$ cat config.mk
export PLATFORM = sky130hd
export DESIGN_NAME = vga_timing_gen
export DESIGN_NICKNAME = d
export VERILOG_FILES = /design/src/rtl/vga_timing_gen.sv
export SDC_FILE = /design/constraint.sdc
export NUM_CORES = 1
export LEC_CHECK = 0
export BUFFER_PORTS_ARGS = -buffer_cell sky130_fd_sc_hd__buf_4
export CAP_MARGIN = 20
export CORE_MARGIN = 4
export CORE_UTILIZATION = 55
export CTS_CLUSTER_SIZE = 40
export DETAILED_ROUTE_END_ITERATION = 7
export MAX_ROUTING_LAYER = met4
export PLACE_DENSITY = 0.83
export SYNTH_ARGS = -nofsm -noshare
export SYNTH_HDL_FRONTEND = slang
export SYNTH_SLANG_ARGS = --single-unit
$ cat constraint.sdc
create_clock -name clk_in -period 3.44 [get_ports clk_in]
set_input_delay 0.688 -clock clk_in [delete_from_list [all_inputs] [get_ports clk_in]]
set_output_delay 0.688 -clock clk_in [all_outputs]
set_load 0.01 [all_outputs]
$ cat src/rtl/vga_timing_gen.sv
// Raster timing generator: pixel-rate divider, h/v counters, delayed active-low syncs,
// and a once-per-frame mouse sample taken at the start of vertical blanking.
module vga_timing_gen #(
  parameter int CLK_DIV    = 4,
  parameter int H_VISIBLE  = 640,
  parameter int H_FRONT    = 16,
  parameter int H_SYNC     = 96,
  parameter int H_BACK     = 48,
  parameter int V_VISIBLE  = 480,
  parameter int V_FRONT    = 10,
  parameter int V_SYNC     = 2,
  parameter int V_BACK     = 33,
  parameter int SYNC_DELAY = 1
) (
  input  logic       clk_in,
  input  logic       rst_n_in,
  input  logic [9:0] mouse_pos_x_in,
  input  logic [9:0] mouse_pos_y_in,
  output logic [9:0] current_row,
  output logic [9:0] current_line,
  output logic       enable,
  output logic       hsync,
  output logic       vsync,
  output logic [9:0] mouse_pos_x,
  output logic [9:0] mouse_pos_y,
  output logic       pixel_tick,
  output logic       frame_start
);

  localparam int H_TOTAL = H_VISIBLE + H_FRONT + H_SYNC + H_BACK;
  localparam int V_TOTAL = V_VISIBLE + V_FRONT + V_SYNC + V_BACK;
  localparam int DIV_W   = (CLK_DIV > 1) ? $clog2(CLK_DIV) : 1;

  localparam logic [DIV_W-1:0] DIV_LAST = DIV_W'(CLK_DIV - 1);
  localparam logic [9:0] H_LAST     = 10'(H_TOTAL - 1);
  localparam logic [9:0] V_LAST     = 10'(V_TOTAL - 1);
  localparam logic [9:0] H_VIS      = 10'(H_VISIBLE);
  localparam logic [9:0] V_VIS      = 10'(V_VISIBLE);
  localparam logic [9:0] H_VIS_LAST = 10'(H_VISIBLE - 1);
  localparam logic [9:0] V_VIS_LAST = 10'(V_VISIBLE - 1);
  localparam logic [9:0] HS_START   = 10'(H_VISIBLE + H_FRONT);
  localparam logic [9:0] HS_END     = 10'(H_VISIBLE + H_FRONT + H_SYNC);
  localparam logic [9:0] VS_START   = 10'(V_VISIBLE + V_FRONT);
  localparam logic [9:0] VS_END     = 10'(V_VISIBLE + V_FRONT + V_SYNC);

  function automatic logic [9:0] clamp_pos(input logic [9:0] v, input logic [9:0] lim);
    return (v > lim) ? lim : v;
  endfunction

  logic [DIV_W-1:0] div_cnt, div_nxt;
  logic [9:0]       h_cnt, v_cnt, h_nxt, v_nxt;
  logic             tick, latch_fire, frame_fire, en_nxt;
  logic             hs_raw, vs_raw;

  // Stage 0: divider and next-counter computation
  always_comb begin
    tick       = (div_cnt == DIV_LAST);
    div_nxt    = tick ? '0 : div_cnt + 1'b1;
    h_nxt      = h_cnt;
    v_nxt      = v_cnt;
    if (tick) begin
      if (h_cnt == H_LAST) begin
        h_nxt = '0;
        v_nxt = (v_cnt == V_LAST) ? 10'd0 : v_cnt + 10'd1;
      end else begin
        h_nxt = h_cnt + 10'd1;
      end
    end
    latch_fire = tick && (h_cnt == H_LAST) && (v_cnt == V_VIS_LAST);
    frame_fire = tick && (h_cnt == H_LAST) && (v_cnt == V_LAST);
    en_nxt     = (h_nxt < H_VIS) && (v_nxt < V_VIS);
  end

  // Stage 1: counter registers and their registered strobes
  always_ff @(posedge clk_in or negedge rst_n_in) begin
    if (!rst_n_in) begin
      div_cnt     <= '0;
      h_cnt       <= H_LAST;
      v_cnt       <= V_LAST;
      enable      <= 1'b0;
      pixel_tick  <= 1'b0;
      frame_start <= 1'b0;
      mouse_pos_x <= '0;
      mouse_pos_y <= '0;
    end else begin
      div_cnt     <= div_nxt;
      h_cnt       <= h_nxt;
      v_cnt       <= v_nxt;
      enable      <= en_nxt;
      pixel_tick  <= tick;
      frame_start <= frame_fire;
      if (latch_fire) begin
        mouse_pos_x <= clamp_pos(mouse_pos_x_in, H_VIS_LAST);
        mouse_pos_y <= clamp_pos(mouse_pos_y_in, V_VIS_LAST);
      end
    end
  end

  assign current_row  = h_cnt;
  assign current_line = v_cnt;

  // Stage 2: raw syncs decoded from the registered counters, then delayed
  assign hs_raw = !((h_cnt >= HS_START) && (h_cnt < HS_END));
  assign vs_raw = !((v_cnt >= VS_START) && (v_cnt < VS_END));

  generate
    if (SYNC_DELAY == 0) begin : g_sync_direct
      assign hsync = hs_raw;
      assign vsync = vs_raw;
    end else begin : g_sync_delay
      logic [SYNC_DELAY-1:0] hs_dly_p, vs_dly_p;
      // Delay line resets to all-ones so no sync pulse survives a reset.
      always_ff @(posedge clk_in or negedge rst_n_in) begin
        if (!rst_n_in) begin
          hs_dly_p <= '1;
          vs_dly_p <= '1;
        end else begin
          hs_dly_p <= (hs_dly_p << 1) | SYNC_DELAY'(hs_raw);
          vs_dly_p <= (vs_dly_p << 1) | SYNC_DELAY'(vs_raw);
        end
      end
      assign hsync = hs_dly_p[SYNC_DELAY-1];
      assign vsync = vs_dly_p[SYNC_DELAY-1];
    end
  endgenerate

endmodule

**Word level (Yosys, flattened, before mapping)**

Cells that the tools add are included.

- Bits in latches: 0
- Memories: 0
- Bits in read-only memories: 0
- Logic and storage cells: 41
- RAM bits: 0
- Register bits: 47

- Eq/ne operators: 4
- Add/sub/neg operators: 3
- Order comparisons: 8
- Muxes and demuxes: 8
- $mul: 0
- Reductions and logical operators: 8
- Bitwise logic cells: 0
- Divide/modulo/power cells: 0
- Shifts and indexed selects: 0

Operators by type and width:

| operator | count |
|---|---|
| $mux 10 | 7 |
| $add 10x1->10 const B | 2 |
| $eq 10x10->1 const B | 2 |
| $lt 10x10->1 const B | 2 |
| $lt 10x9->1 const B | 2 |
| $eq 10x9->1 const B | 1 |
| $ge 10x10->1 const B | 1 |
| $ge 10x9->1 const B | 1 |
| $gt 10x10->1 const B | 1 |
| $gt 10x9->1 const B | 1 |
| $logic_and 1x1->1 | 6 |
| $add 2x1->2 const B | 1 |
| $eq 2x2->1 const B | 1 |
| $logic_not 1->1 | 2 |
| $mux 2 | 1 |

**Depth between registers and ports, before layout**

- Word-level depth: 6
- Mapped depth: 9
- Gate-level depth less buffers: 7

**Least setup slack after synthesis**

No wires, ideal clock.

- Kind: flip-flop to flip-flop
- From: register h_cnt[4] (netlist: current_row[4])
- To: register enable
- Required time: 3.344 ns
- Path slack: 1.325 ns
- Cell stages (with the launch flop): 8
- Arrival time: 2.019 ns
- Path buffers: 2
- Cells stage by stage: dfstp_2 > or4b_1 > buf_2 > nor3_2 > buf_4 > nand4_1 > xnor2_2 > a311oi_2

- Longest elaborated chain between the ends: 5
- Elaborated cells on any way between the ends: 9
- Those cells by class: add/sub: 1; order compare: 2; eq/ne: 1; mux: 4; reduce/logical: 1

RTL lines:

| element | line | RTL |
|---|---|---|
| start: declaration | 51 | `logic [9:0] h_cnt, v_cnt, h_nxt, v_nxt;` |
| start signal: assignment | 87 | `h_cnt <= h_nxt;` |
| $eq 10x10->1 | 62 | `if (h_cnt == H_LAST) begin` |
| $mux 10 | 62 |  |
| $mux 10 | 61 | `if (tick) begin` |
| named net v_nxt[7] | 51 |  |
| $lt 10x9->1 | 71 | `en_nxt = (h_nxt < H_VIS) && (v_nxt < V_VIS);` |
| $logic_and 1x1->1 | 71 |  |
| named net en_nxt | 52 | `logic tick, latch_fire, frame_fire, en_nxt;` |
| end signal: assignment | 89 | `enable <= en_nxt;` |
| end: declaration | 21 | `output logic enable,` |

The timed path passes the listed nets, and every way through them passes these cells.
A chain may end at the register's enable or synchronous reset.

**Worst setup path in the final report**

- From: register h_cnt[4] (netlist: current_row[4])
- To: register mouse_pos_x[9]

- Longest elaborated chain between the ends: 3

RTL lines:

| element | line | RTL |
|---|---|---|
| $eq 10x10->1 | 69 | `latch_fire = tick && (h_cnt == H_LAST) && (v_cnt == V_VIS_LAST);` |
| $logic_and 1x1->1 (2 in a row) | 69 |  |
| end signal: assignment | 93 | `mouse_pos_x <= clamp_pos(mouse_pos_x_in, H_VIS_LAST);` |
| end: declaration | 24 | `output logic [9:0] mouse_pos_x,` |

Every way passes these cells.

==> Implementation_results.wiki <==
{| class="wikitable"
! Metric !! Value
|-
| Capturing element type of the critical path || flop
|-
| Period utilization || 76.3%
|-
| Net count, final || 314
|-
| Total of hold buffers inserted after clock tree synthesis || 0
|-
| Buffers from clock root to sink, at most || 2
|-
| Cell-internal power || 890 uW
|-
| Slack of the worst reg-to-reg path || 0.81 ns
|-
| Slew HR || 58.3%
|-
| Average wire per cell in the routed design || 14.9 um
|-
| Vias after detailed routing || 1,858
|-
| Maximum vdd drop || 0.369 mV
|-
| Ratio of cells with drive above 1 in the final layout || 33.1%
|-
| Unique masters post-synth || 46
|-
| Total die area || 5200 um2
|-
| Total detailed-routing wirelength || 5010 um
|-
| Cell Rows || 23
|-
| Clock tree from TritonCTS || done
|-
| Hpwl dp || 3680 um
|-
| Critical Path Source || current_row[4]
|-
| Number of hold-slack violations in the final timing report || 0
|-
| Clk_lat worst skew || 0.30 ns
|-
| Type of the setup path with the least slack || reg -> reg
|-
| Remaining design rule violation count || 0
|-
| Area added between synthesis and finish || 27.9%
|-
| Net load switching power || 216 uW
|-
| Std-Cell Core Area || 4000 um2
|-
| Combinational Power Share || 6.3%
|-
| Register area || 1190 um2
|-
| Initial standard-cell utilization of the core || 56.6%
|-
| I/O Buffers || 66
|-
| Number of cell instances on the worst register-to-register path || 5
|-
| Residual overflow from global routing || 0
|-
| Number of endpoints failing setup at the final stage || 0
|-
| CTS-repair resized insts || 0
|-
| End point of the critical path || mouse_pos_x[9]
|-
| Maximum number of pins on one net before global-route repair || 48
|-
| Maximum Capacitance Violations || 0
|-
| EDFF count, synth || 0
|-
| Switching share of power || 19.5%
|-
| Antenna Cells || 0
|-
| Count of TritonRoute iterations in the first routing pass || 4
|-
| Max Transition Viols Final || 0
|-
| Synth Instances || 223
|-
| Achievable frequency || 381 MHz
|-
| Power density relative to cell area || 382 nW/um2
|-
| CTS HTree Levels || 2
|-
| Warning count from the yosys run || 0
|-
| Startpoint type of the worst setup path || flop
|-
| Post-detailed-route via-to-cell ratio || 5.51
|-
| Fraction of synthesis flops using an asynchronous set or reset pin || 100%
|-
| Synthesized area per cell || 10.1 um2
|-
| Number of global-route vias before repair || 1,797
|-
| Share of the yosys chip area belonging to registers || 52.7%
|-
| Power consumption || 1110 uW
|-
| Capture point of the worst reg-to-reg path || mouse_pos_x[9]
|-
| Count of state elements after synthesis || 47
|-
| Tot GR Track Use || 20.8%
|-
| Post-CTS clock slew at the launch and capture registers of the worst setup and hold paths || 0.09 ns
|-
| Share of total power in sequential cells || 51.5%
|-
| Area taken by multi-input logic gates || 917 um2
|-
| Post-CTS setup buffers || 0
|-
| Weighted congestion at the end of routability-driven global placement || 0.828
|-
| Antenna violations before repair || 0
|-
| Fill cell total of the finished layout || 303
|-
| Run status || finished clean
|-
| Number of sinks handled by clock tree synthesis || 47
|-
| Cell leakage power || 0.00139 uW
|-
| Aggregate negative setup slack || 0 ns
|-
| Die Span X || 72.1 um
|-
| Synth Net Count || 251
|-
| Worst path required time || 3.61 ns
|-
| Setup skew after layout || 0.00861 ns
|-
| Post-layout min period || 2.63 ns
|-
| Top FF cell, synth || sky130_fd_sc_hd__dfrtp_1
|-
| Largest fanout on the critical path || 38
|-
| Hold Crit Class || in -> async
|-
| Setup repair after global routing missed its margin || no
|-
| Top Ports || 67
|-
| Initial detailed-routing violation count || 130
|-
| Post-DRT Antenna Nets || 0
|-
| Number of clock buffers inserted by TritonCTS || 5
|-
| Synthesized area || 2260 um2
|-
| Clock share of power || 42.3%
|-
| Height of the die || 72.1 um
|-
| First-pass GRT wire length || 8310 um
|-
| Start of the worst register-to-register path || current_row[4]
|-
| Clock root cell || sky130_fd_sc_hd__clkbuf_8
|-
| Worst endpoint data arrival time || 2.80 ns
|-
| Pin slew with the least headroom to its limit || 0.620 ns
|}
how the worst min path moves through the flow:
stage          startpoint               to  slack [ns]
2_1_floorplan    rst_n_in  current_line[0]        0.39
3_3_place_gp   div_cnt[0]       div_cnt[0]        0.42
3_5_place_dp   div_cnt[0]       div_cnt[0]        0.42
4_1_cts          rst_n_in   mouse_pos_x[4]        0.40
5_1_grt          rst_n_in   mouse_pos_x[4]        0.41
6_report         rst_n_in   mouse_pos_x[2]        0.38
routing by layer:
metal,part of all wire [%],vias up,global-route usage [%]
li1,-,893,-
met1,42,880,26.3
met2,48,76,32.4
met3,8.3,9,5.12
met4,1.8,0,8.14
met5,0,-,-
cells by family (layout without fill, tap and decap cells):
| kind of cell | count (synthesis) | count (layout) | share of synthesized area [%] |
|---|---|---|---|
| AND/OR/NAND/NOR | 83 | 83 | 20.7 |
| flip-flops | 47 | 47 | 52.7 |
| AO/OA/AOI/OAI | 39 | 39 | 10.5 |
| buffers and inverters | 34 | 98 | 6.80 |
| XOR/XNOR | 11 | 11 | 4.59 |
| adder cells (fa/ha/maj) | 6 | 6 | 3.32 |
| multiplexers | 3 | 3 | 1.44 |
metrics by stage:
| step | hold slack (ns) | area, um2 | cells | utilization (%) | worst slack, ns |
|---|---|---|---|---|---|
| floorplan | 0.392 | 2260 | 223 | - | 1.33 |
| global placement | 0.416 | 2760 | 329 | 69.0 | 0.903 |
| detailed placement | 0.421 | 2760 | 329 | 69.0 | 0.838 |
| CTS | 0.395 | 2890 | 337 | 72.3 | 0.812 |
| global route | 0.408 | 2890 | 337 | 72.3 | 0.636 |
| finish | 0.377 | 2890 | 337 | 72.3 | 0.814 |
layout make-up:
class,instances,area share (%)
Clock buffer,6,2.51
Clock inverter,2,2.08
Inverter,23,2.98
Multi-Input combinational cell,142,31.7
Sequential cell,47,41.2
Tap cell,50,2.16
Timing Repair Buffer,67,17.4
cell usage after synthesis, drive strengths merged (3+ instances only):
library cell   n  area (um2)
nor2          10        37.5
nand4          9        62.6
clkbuf         3        13.8
nor3           7        40.0
and2           3        18.8
nand2         18        70.1
nor4           4        25.0
ha             6        75.1
buf            7        43.8
dfstp         12         315
a21oi         17        85.1
dfrtp         35         876
nand3          9        45.0
inv           23        86.3
xor2           6        52.6
nor3b         12        90.1
xnor2          5        51.3
and3           5        32.5
o21ai         13        68.8
power by group through the flow:
stage	clock (uW)	combinational (uW)	sequential, uW
2_1_floorplan	0	13.6	585
3_3_place_gp	0	69.0	579
3_5_place_dp	0	71.1	580
4_1_cts	479	71.1	569
5_1_grt	504	76.8	571
6_report	467	69.4	569
critical path, stage by stage, from the launching register on:
cell                      delay [ns]
sky130_fd_sc_hd__dfstp_2        0.61
sky130_fd_sc_hd__or4b_1         0.56
sky130_fd_sc_hd__nor3_2         0.55
sky130_fd_sc_hd__nand4_1        0.15
sky130_fd_sc_hd__buf_4          0.28
sky130_fd_sc_hd__mux2_1         0.35
cells in the final DEF (no fill, tap or decap), drive strengths merged:
master  instances
buf            67
a311oi          1
o311a           1
nor4            4
xnor2           5
and3            5
o41ai           1
ha              6
and2            3
a21oi          17
nor3            7
mux2            2
or4b            1
a31o            2
nand3           9
o31ai           2
nand2b          2
a41oi           1
mux2i           1
nor3b          12
o211ai          1
nand2          18
dfrtp          35
or4bb           1
clkbuf          6
inv            23
o21ai          13
dfstp          12
or3             1
nand4           9
bufinv          2
nor2           10
or4             1
xor2            6
sequential cells by signal (all words and copies together), names as in the netlist:
register / count
current_row: 10
div_cnt: 2
frame_start: 1
enable: 1
hsync: 1
mouse_pos_y: 10
vsync: 1
pixel_tick: 1
mouse_pos_x: 10
current_line: 10
(Power assumes the default switching activity.)
